$ cat src/rtl/seg_display_mux.sv
// Time-multiplexed 4-digit 7-segment driver with dead time between slots,
// blinking of the digit under edit, a blinking hour/minute colon and leading-zero blanking.
module seg_display_mux #(
  parameter int unsigned REFRESH_DIV = 50000,
  parameter int unsigned BLINK_DIV   = 25000000
) (
  input  logic       clkin,
  input  logic       reset,
  input  logic [3:0] hTens,
  input  logic [3:0] hOnes,
  input  logic [3:0] mTens,
  input  logic [3:0] mOnes,
  input  logic       edit_en,
  input  logic [1:0] edit_sel,
  input  logic       blank_lead,
  output logic [3:0] an,
  output logic [6:0] seg,
  output logic       dp
);

  localparam int unsigned PRE_W   = (REFRESH_DIV > 1) ? $clog2(REFRESH_DIV) : 1;
  localparam int unsigned BLINK_W = (BLINK_DIV > 1) ? $clog2(BLINK_DIV) : 1;

  logic [PRE_W-1:0]   pre_cnt;
  logic [BLINK_W-1:0] blink_cnt;
  logic [1:0]         idx;
  logic               phase;
  logic               started;
  logic [3:0]         lat_digit;

  logic               tick_c;
  logic               blink_wrap_c;
  logic [1:0]         nxt_idx_c;
  logic [3:0]         nxt_digit_c;
  logic [6:0]         nxt_seg_c;
  logic               nxt_dp_c;
  logic               blank_c;
  logic [3:0]         lit_an_c;

  // Active-low {g,f,e,d,c,b,a} pattern; non-BCD values show a dash.
  function automatic logic [6:0] decode(input logic [3:0] d);
    case (d)
      4'd0:    decode = 7'b1000000;
      4'd1:    decode = 7'b1111001;
      4'd2:    decode = 7'b0100100;
      4'd3:    decode = 7'b0110000;
      4'd4:    decode = 7'b0011001;
      4'd5:    decode = 7'b0010010;
      4'd6:    decode = 7'b0000010;
      4'd7:    decode = 7'b1111000;
      4'd8:    decode = 7'b0000000;
      4'd9:    decode = 7'b0010000;
      default: decode = 7'b0111111;
    endcase
  endfunction

  // Next-slot selection and per-cycle blanking of the lit anode.
  always_comb begin
    tick_c       = (pre_cnt == PRE_W'(REFRESH_DIV - 1));
    blink_wrap_c = (blink_cnt == BLINK_W'(BLINK_DIV - 1));
    nxt_idx_c    = idx + 2'd1;
    nxt_digit_c  = hTens;
    case (nxt_idx_c)
      2'd0:    nxt_digit_c = hTens;
      2'd1:    nxt_digit_c = hOnes;
      2'd2:    nxt_digit_c = mTens;
      default: nxt_digit_c = mOnes;
    endcase
    nxt_seg_c = decode(nxt_digit_c);
    nxt_dp_c  = 1'b1;
    if (nxt_idx_c == 2'd1) begin
      nxt_dp_c = edit_en ? 1'b0 : phase;
    end
    blank_c  = (edit_en && (edit_sel == idx) && phase) ||
               (blank_lead && (idx == 2'd0) && (lat_digit == 4'd0));
    lit_an_c = blank_c ? 4'b1111 : ~(4'b0001 << idx);
  end

  // Counters, slot latching and registered display outputs.
  always_ff @(posedge clkin) begin
    if (!reset) begin
      pre_cnt   <= '0;
      blink_cnt <= '0;
      idx       <= 2'd0;
      phase     <= 1'b0;
      started   <= 1'b0;
      lat_digit <= 4'd0;
      an        <= 4'b1111;
      seg       <= 7'b1111111;
      dp        <= 1'b1;
    end else begin
      pre_cnt <= tick_c ? '0 : pre_cnt + PRE_W'(1);
      if (blink_wrap_c) begin
        blink_cnt <= '0;
        phase     <= ~phase;
      end else begin
        blink_cnt <= blink_cnt + BLINK_W'(1);
      end
      if (tick_c) begin
        // Slot boundary: one dead cycle while the next digit is latched.
        idx       <= nxt_idx_c;
        started   <= 1'b1;
        lat_digit <= nxt_digit_c;
        an        <= 4'b1111;
        seg       <= nxt_seg_c;
        dp        <= nxt_dp_c;
      end else if (started) begin
        an <= lit_an_c;
      end
    end
  end

endmodule
$ cat config.mk
export PLATFORM = sky130hd
export DESIGN_NAME = seg_display_mux
export DESIGN_NICKNAME = d
export VERILOG_FILES = /design/src/rtl/seg_display_mux.sv
export SDC_FILE = /design/constraint.sdc
export NUM_CORES = 1
export LEC_CHECK = 0
export CELL_PAD_IN_SITES_DETAIL_PLACEMENT = 0
export CELL_PAD_IN_SITES_GLOBAL_PLACEMENT = 1
export CORE_UTILIZATION = 38
export DETAILED_ROUTE_END_ITERATION = 7
export HOLD_SLACK_MARGIN = 0.05
export MAX_ROUTING_LAYER = met4
export PLACE_DENSITY_LB_ADDON = 0.1
export SKIP_LAST_GASP = 1
export SYNTH_ARGS = -nofsm -noshare
export SYNTH_HDL_FRONTEND = slang
export SYNTH_SLANG_ARGS = --single-unit
$ cat constraint.sdc
create_clock -name clkin -period 2.1 [get_ports clkin]
set_input_delay 0.315 -clock clkin [delete_from_list [all_inputs] [get_ports clkin]]
set_output_delay 0.315 -clock clkin [all_outputs]
set_load 0.01 [all_outputs]
# Yosys cells after proc, flatten, opt, wreduce, memory -nomap -nowiden
# Memory sizes are Yosys's and may differ from the RTL's. A register that Yosys moved wholly into a read port is not among the register bits.
# Cells that the tools add are included.
# op_classes
eq_ne,5
reduce_logical,11
add_sub_neg,3
shifts,1
mux,4
n_bitwise,3
# op_table
op,n
25-bit by 1-bit adder with 25-bit output (second input constant),1
25-bit equality test (second input constant),1
16-bit by 1-bit adder with 16-bit output (second input constant),1
16-bit equality test (second input constant),1
4-bit one-hot mux with 3 select lines,1
1-bit logical AND,4
2-bit logical NOT,2
4-bit logical NOT,1
4-bit two-way mux,1
4-bit inverter,1
2-bit OR reduction,2
1-bit by 2-bit left shift with 4-bit output (first input constant),1
2-bit by 1-bit adder with 2-bit output (second input constant),1
2-bit by 1-bit equality test with 1-bit output (second input constant),1
2-bit equality test,1
2-bit equality test (second input constant),1
1-bit two-way mux,2
1-bit inverter,2
1-bit logical NOT,1
1-bit logical OR,1
# word_totals
memories,1
mem_bits_ro,112
reg_bits,54
in_bits,22
out_inout_bits,12
# memory_table
memory,depth,word_bits,rd,rd_ports_with_merged_regs,write_ports,line,source
(name not given),16,7,1,1,0,42,case (d)

# Longest topological paths before layout
# depth
word_depth,5
mapped_depth,9
mapped_depth_nobuf,9

# Worst setup path after synthesis
# Ideal clock, no wire load.
# synth_timing
path_type,register to register
startpoint,register idx[0]
endpoint,register seg[4]
path_stages_with_launch,10
arrival_ps,2071
path_slack_ps,-93
setup_time_ps,122
t_required_ps,1978
period_less_slack_ps,2193
cell_sequence,dfxtp_1 > inv_1 > ha_1 > a222oi_1 > a21oi_1 > inv_1 > ha_1 > a211oi_1 > a211o_1 > a221o_1
# synth_between
elab_chain_len,3
# synth_rtl
element,line,source
"start, declared",26,logic [1:0] idx;
"start signal, assigned",101,idx <= nxt_idx_c;
2-bit by 1-bit adder with 2-bit output (*),61,nxt_idx_c = idx + 2'd1;
net nxt_idx_c[0],33,logic [1:0] nxt_idx_c;
"2-bit equality test, or another cell as far along",63,case (nxt_idx_c)
4-bit one-hot mux with 3 select lines (*),63,
net nxt_digit_c[0],34,logic [3:0] nxt_digit_c;
"end, declared",17,"output logic [6:0] seg,"
# Mark *: on every way through the listed nets, which the timed path passes. The rest lies on a longest branch.
# A chain may end at the register's enable or synchronous reset.

# Worst setup path in the final report
# Ends and elaborated chain as after synthesis.

==> results.md <==
- The final clock period utilization by the worst path is 0.983.
- In the final layout, the share of cells above drive strength 1 is 0.146.
- The number of buffers added by the clock tree synthesis step is 9.
- The origin of the worst min-delay path is lat_digit[0].
- The root buffer cell is sky130_fd_sc_hd__clkbuf_8.
- The die covers 0.00806 mm^2.
- The via count of the first global-routing pass is 2445.
- The logic gate share of total power is 0.060.
- After detailed routing, the number of remaining DRC violations is 0.
- The delay of the slowest cell on the worst path is 0.40 ns.
- The worst setup path is of the reg -> reg kind.
- The worst supply voltage drop on vdd is 0.427 mV.
- The top-area cell type share of the netlist area is 0.417.
- The library cells used most frequently in the layout, excluding fill and tap cells, are 59 x sky130_fd_sc_hd__dfxtp_1, 40 x sky130_fd_sc_hd__nor2_1, 33 x sky130_fd_sc_hd__clkdlybuf4s50_1, 27 x sky130_fd_sc_hd__buf_4, 24 x sky130_fd_sc_hd__a21oi_1.
- The share of the Yosys chip area taken by registers is 0.417.
- In this run the critical register-to-register path is launched from idx[0].
- The initial core utilization is 0.399.
- The final routed wire length divided by cell count is 12.9 um.
- Entering global routing, the biggest net connects 16 pins.
- The number of synthesis warnings is 0.
- The first detailed-routing pass ran for 4 iterations.
- The number of nets with antenna violations after routing is 0.
- The clock slew at the register clock pins of the worst setup and hold paths is 0.06 ns.
- The critical path arrival is 2.28 ns.
- The number of standard-cell rows in the floorplan is 31.
- In this run the count of I/O pins placed on the die edge is 34.
- Of the total power, the share spent switching nets is 0.222.
- The total area inside the core boundary comes to 0.00733 mm^2.
- The x dimension of the die is 89.8 um.
- The total power per unit cell area is 613 mW/mm^2.
- The count of buffers added on input and output ports is 33.
- The number of nets in the final layout is 428.
- The share of total power dissipated in the clock network is 0.432.
- The most frequent standard cell in the layout excluding fill and tap cells is sky130_fd_sc_hd__dfxtp_1.
- Of the total power, registers draw 0.508.
- Counting instances, the worst hold path has a depth of 2.
- The switching power of the nets is 513 uW.
- Data on the critical path is required at its endpoint by 2.32 ns.
- From bottom edge to top edge, the die measures 89.8 um.
- The max-slew violation count is 0.
- After synthesis, the mean cell area works out to 8.85 um^2.
- The post-layout worst setup margin is 0.0355 ns.
- The register bit total from synthesis is 61.
- Clock latency on the worst-skew pair, taken at its later pin, is 0.33 ns.
- The slowest library cell on the worst path is sky130_fd_sc_hd__a222oi_1.
- The netlist uses 45 different library cells.
- The number of failing hold endpoints at the final stage was 0.
- The worst pin sits at a relative slew slack of 0.627.
- The final number of setup-violating endpoints is 0.
- The remaining global-route overflow is 0.
- The path with the worst hold slack has its endpoint at lat_digit[0].
- The end of the worst register-to-register path is seg[4].
- The largest fanout on the critical path is 4.
- Walking the worst path, the cells encountered are inv_2 -> ha_4 -> a222oi_1 -> a21oi_2 -> inv_1 -> ha_2 -> a211oi_1 -> a211o_1 -> a221o_1.
- CTS built an H-tree with a depth of 3.
- The average vias per placed instance is 5.03.
- At the placement stage, the worst setup path has a slack of -0.0692 ns.
- The total power draw is 2.31 mW.
- Synthesis produced 331 cells.
- The path depth of the worst reg2reg path is 9.
- The netlist area before placement is 0.00293 mm^2.
- The number of nets handed over by synthesis was 366.
- The clock drives 61 sinks.
- TritonCTS built the clock tree.
- For this run, the top clock speed supported by timing is 484 MHz.
- The post-detailed-placement half-perimeter wirelength is 4.72 mm.
- The global placer's final weighted congestion is 0.767.
- From synthesis to final layout, the design area changed by 28.6%.
- The clock passes through at most 2 buffers.
- The internal cell power is 1.80 mW.
- For this design the static power due to leakage is 1.38 nW.
- The utilization of the core after routing is 0.514.
- The first global-routing pass estimated 11.2 mm of wire.
- After synthesis, the cell types taking the most area are sky130_fd_sc_hd__dfxtp_1 42%, sky130_fd_sc_hd__ha_1 5.6%, sky130_fd_sc_hd__nor2_1 5.1%.
- 0 antenna diodes ended up in the layout.
- Across every metal layer, demand over resource in global routing totals 0.177.
- The number of DRC violations after detailed-routing iteration 0 is 59.
- The flow ran to the end, and the final reports show no timing, DRC or antenna violations.
- Clock skew on the completed layout was measured at 0.00842 ns.
- STA classifies the critical path startpoint as a register.
- The routed wire length is 6.40 mm.
- The slew at the pin closest to its max-slew limit is 0.559 ns.
- In this run the register-to-register setup slack is 0.04 ns.
- The number of antenna violations at the first check in global routing is 0.
- The biggest area contributor in the post-synthesis netlist is sky130_fd_sc_hd__dfxtp_1.
- The type of the most critical hold path is reg -> reg.
- Setup repair after global routing could not meet its margin everywhere.
- The count of hold buffers inserted by post-cts repair is 0.
- The reported max-cap violation count is 0.
- The final period demand of the worst path is 2.06 ns.
- STA classifies the critical path endpoint as a register.
- The number of vias after detailed routing is 2499.
-- area by class of cell --
type	instances	area, um^2
multi-input cells	245	1620
clock buffers	13	179
well taps	99	124
fillers	716	3560
inverters	16	60.1
repair buffers	60	533
flip-flops and latches	61	1230
clock inverters	3	17.5
-- metrics by stage --
stage	instance area, um^2	cells	setup TNS [ns]	hold WS [ns]
2_1_floorplan	2940	331	0	0.389
3_3_place_gp	3520	478	-0.0497	0.442
3_5_place_dp	3520	478	-0.0692	0.449
4_1_cts	3720	494	0	0.459
5_1_grt	3770	497	-0.0849	0.486
6_report	3770	497	0	0.452
-- state kept, by name, summed over array words and instances (netlist names) --
name	flops
an	4
blink_cnt	25
dp	1
idx	2
lat_digit	4
phase	1
pre_cnt	16
seg	7
started	1
-- cells by family (layout without fill, tap and decap cells) --
| family | count (synthesis) | in the layout | share of synthesized area |
|---|---|---|---|
| xor gates and xnor gates | 27 | 27 | 0.0808 |
| and+or+nand+nor | 137 | 137 | 0.250 |
| buffers and inverters | 25 | 92 | 0.0376 |
| muxes | 7 | 7 | 0.0244 |
| DFF | 61 | 61 | 0.417 |
| adders and majority gates | 13 | 13 | 0.0556 |
| AOI/OAI and AO/OA | 61 | 61 | 0.134 |
-- repair_timing --
| action | in CTS | in global routing |
|---|---|---|
| pin swaps | 1 | 3 |
| setup buffers | 0 | 3 |
| endpoints found under the setup margin | 1 | 1 |
| resized for setup | 0 | 9 |
| hold endpoints to repair | 0 | 0 |
-- power by group through the flow --
stage	Clock, mW	Combinational [mW]	Sequential (mW)
after floorplan	0	0.0628	1.20
after global placement	0	0.133	1.20
after detailed placement	0	0.135	1.20
after CTS	1.04	0.136	1.17
after global routing	1.09	0.152	1.17
final	0.997	0.138	1.17
-- per-layer routing --
layer,wire length (um),GRT usage,up-vias
met5,0,-,-
met3,148,0.0389,9
met2,2940,0.274,24
met1,3200,0.220,1157
met4,108,0.0792,0
li1,-,-,1309
-- how the worst max path moves through the flow --
stage / slack (ns) / depth (start not counted) / startpoint / end
after floorplan: 0.008 / 9 / idx[0] / seg[4]
after global placement: -0.05 / 7 / hOnes[1] / seg[4]
after detailed placement: -0.07 / 8 / hOnes[0] / seg[4]
after CTS: 0.00003 / 9 / idx[0] / seg[4]
after global routing: -0.08 / 9 / idx[0] / seg[4]
final: 0.04 / 9 / idx[0] / seg[4]
-- synth_stat cells, drive strengths merged --
cell and number:
a211o 2, o31ai 7, nor3 6, a21o 1, xnor2 15, a221o 1
ha 13, a21oi 25, and4b 1, nand2 21, nand2b 1, dfxtp 61
o21ai 14, nand3 16, nor2 40, and3 7, nor3b 4, clkbuf 2
a22oi 1, o211ai 4, nor4bb 2, or4 7, xor2 12, or3 8
inv 15, nor4 4, mux2i 6, and4 3, nor4b 1, and2 1
nor2b 2, clkinv 1, mux2 1, a222oi 3, a2bb2oi 1, a211oi 1
nand4 12, nand4b 1, a31oi 1, buf 7
-- worst max-delay path, delay by kind of cell (launching register included) --
family	cells	cell delay, ns
fa+ha+maj	2	0.34
buf+inv	2	0.15
flops	1	0.37
compound gates	5	1.09
Power figures use the tool's default switching activity.
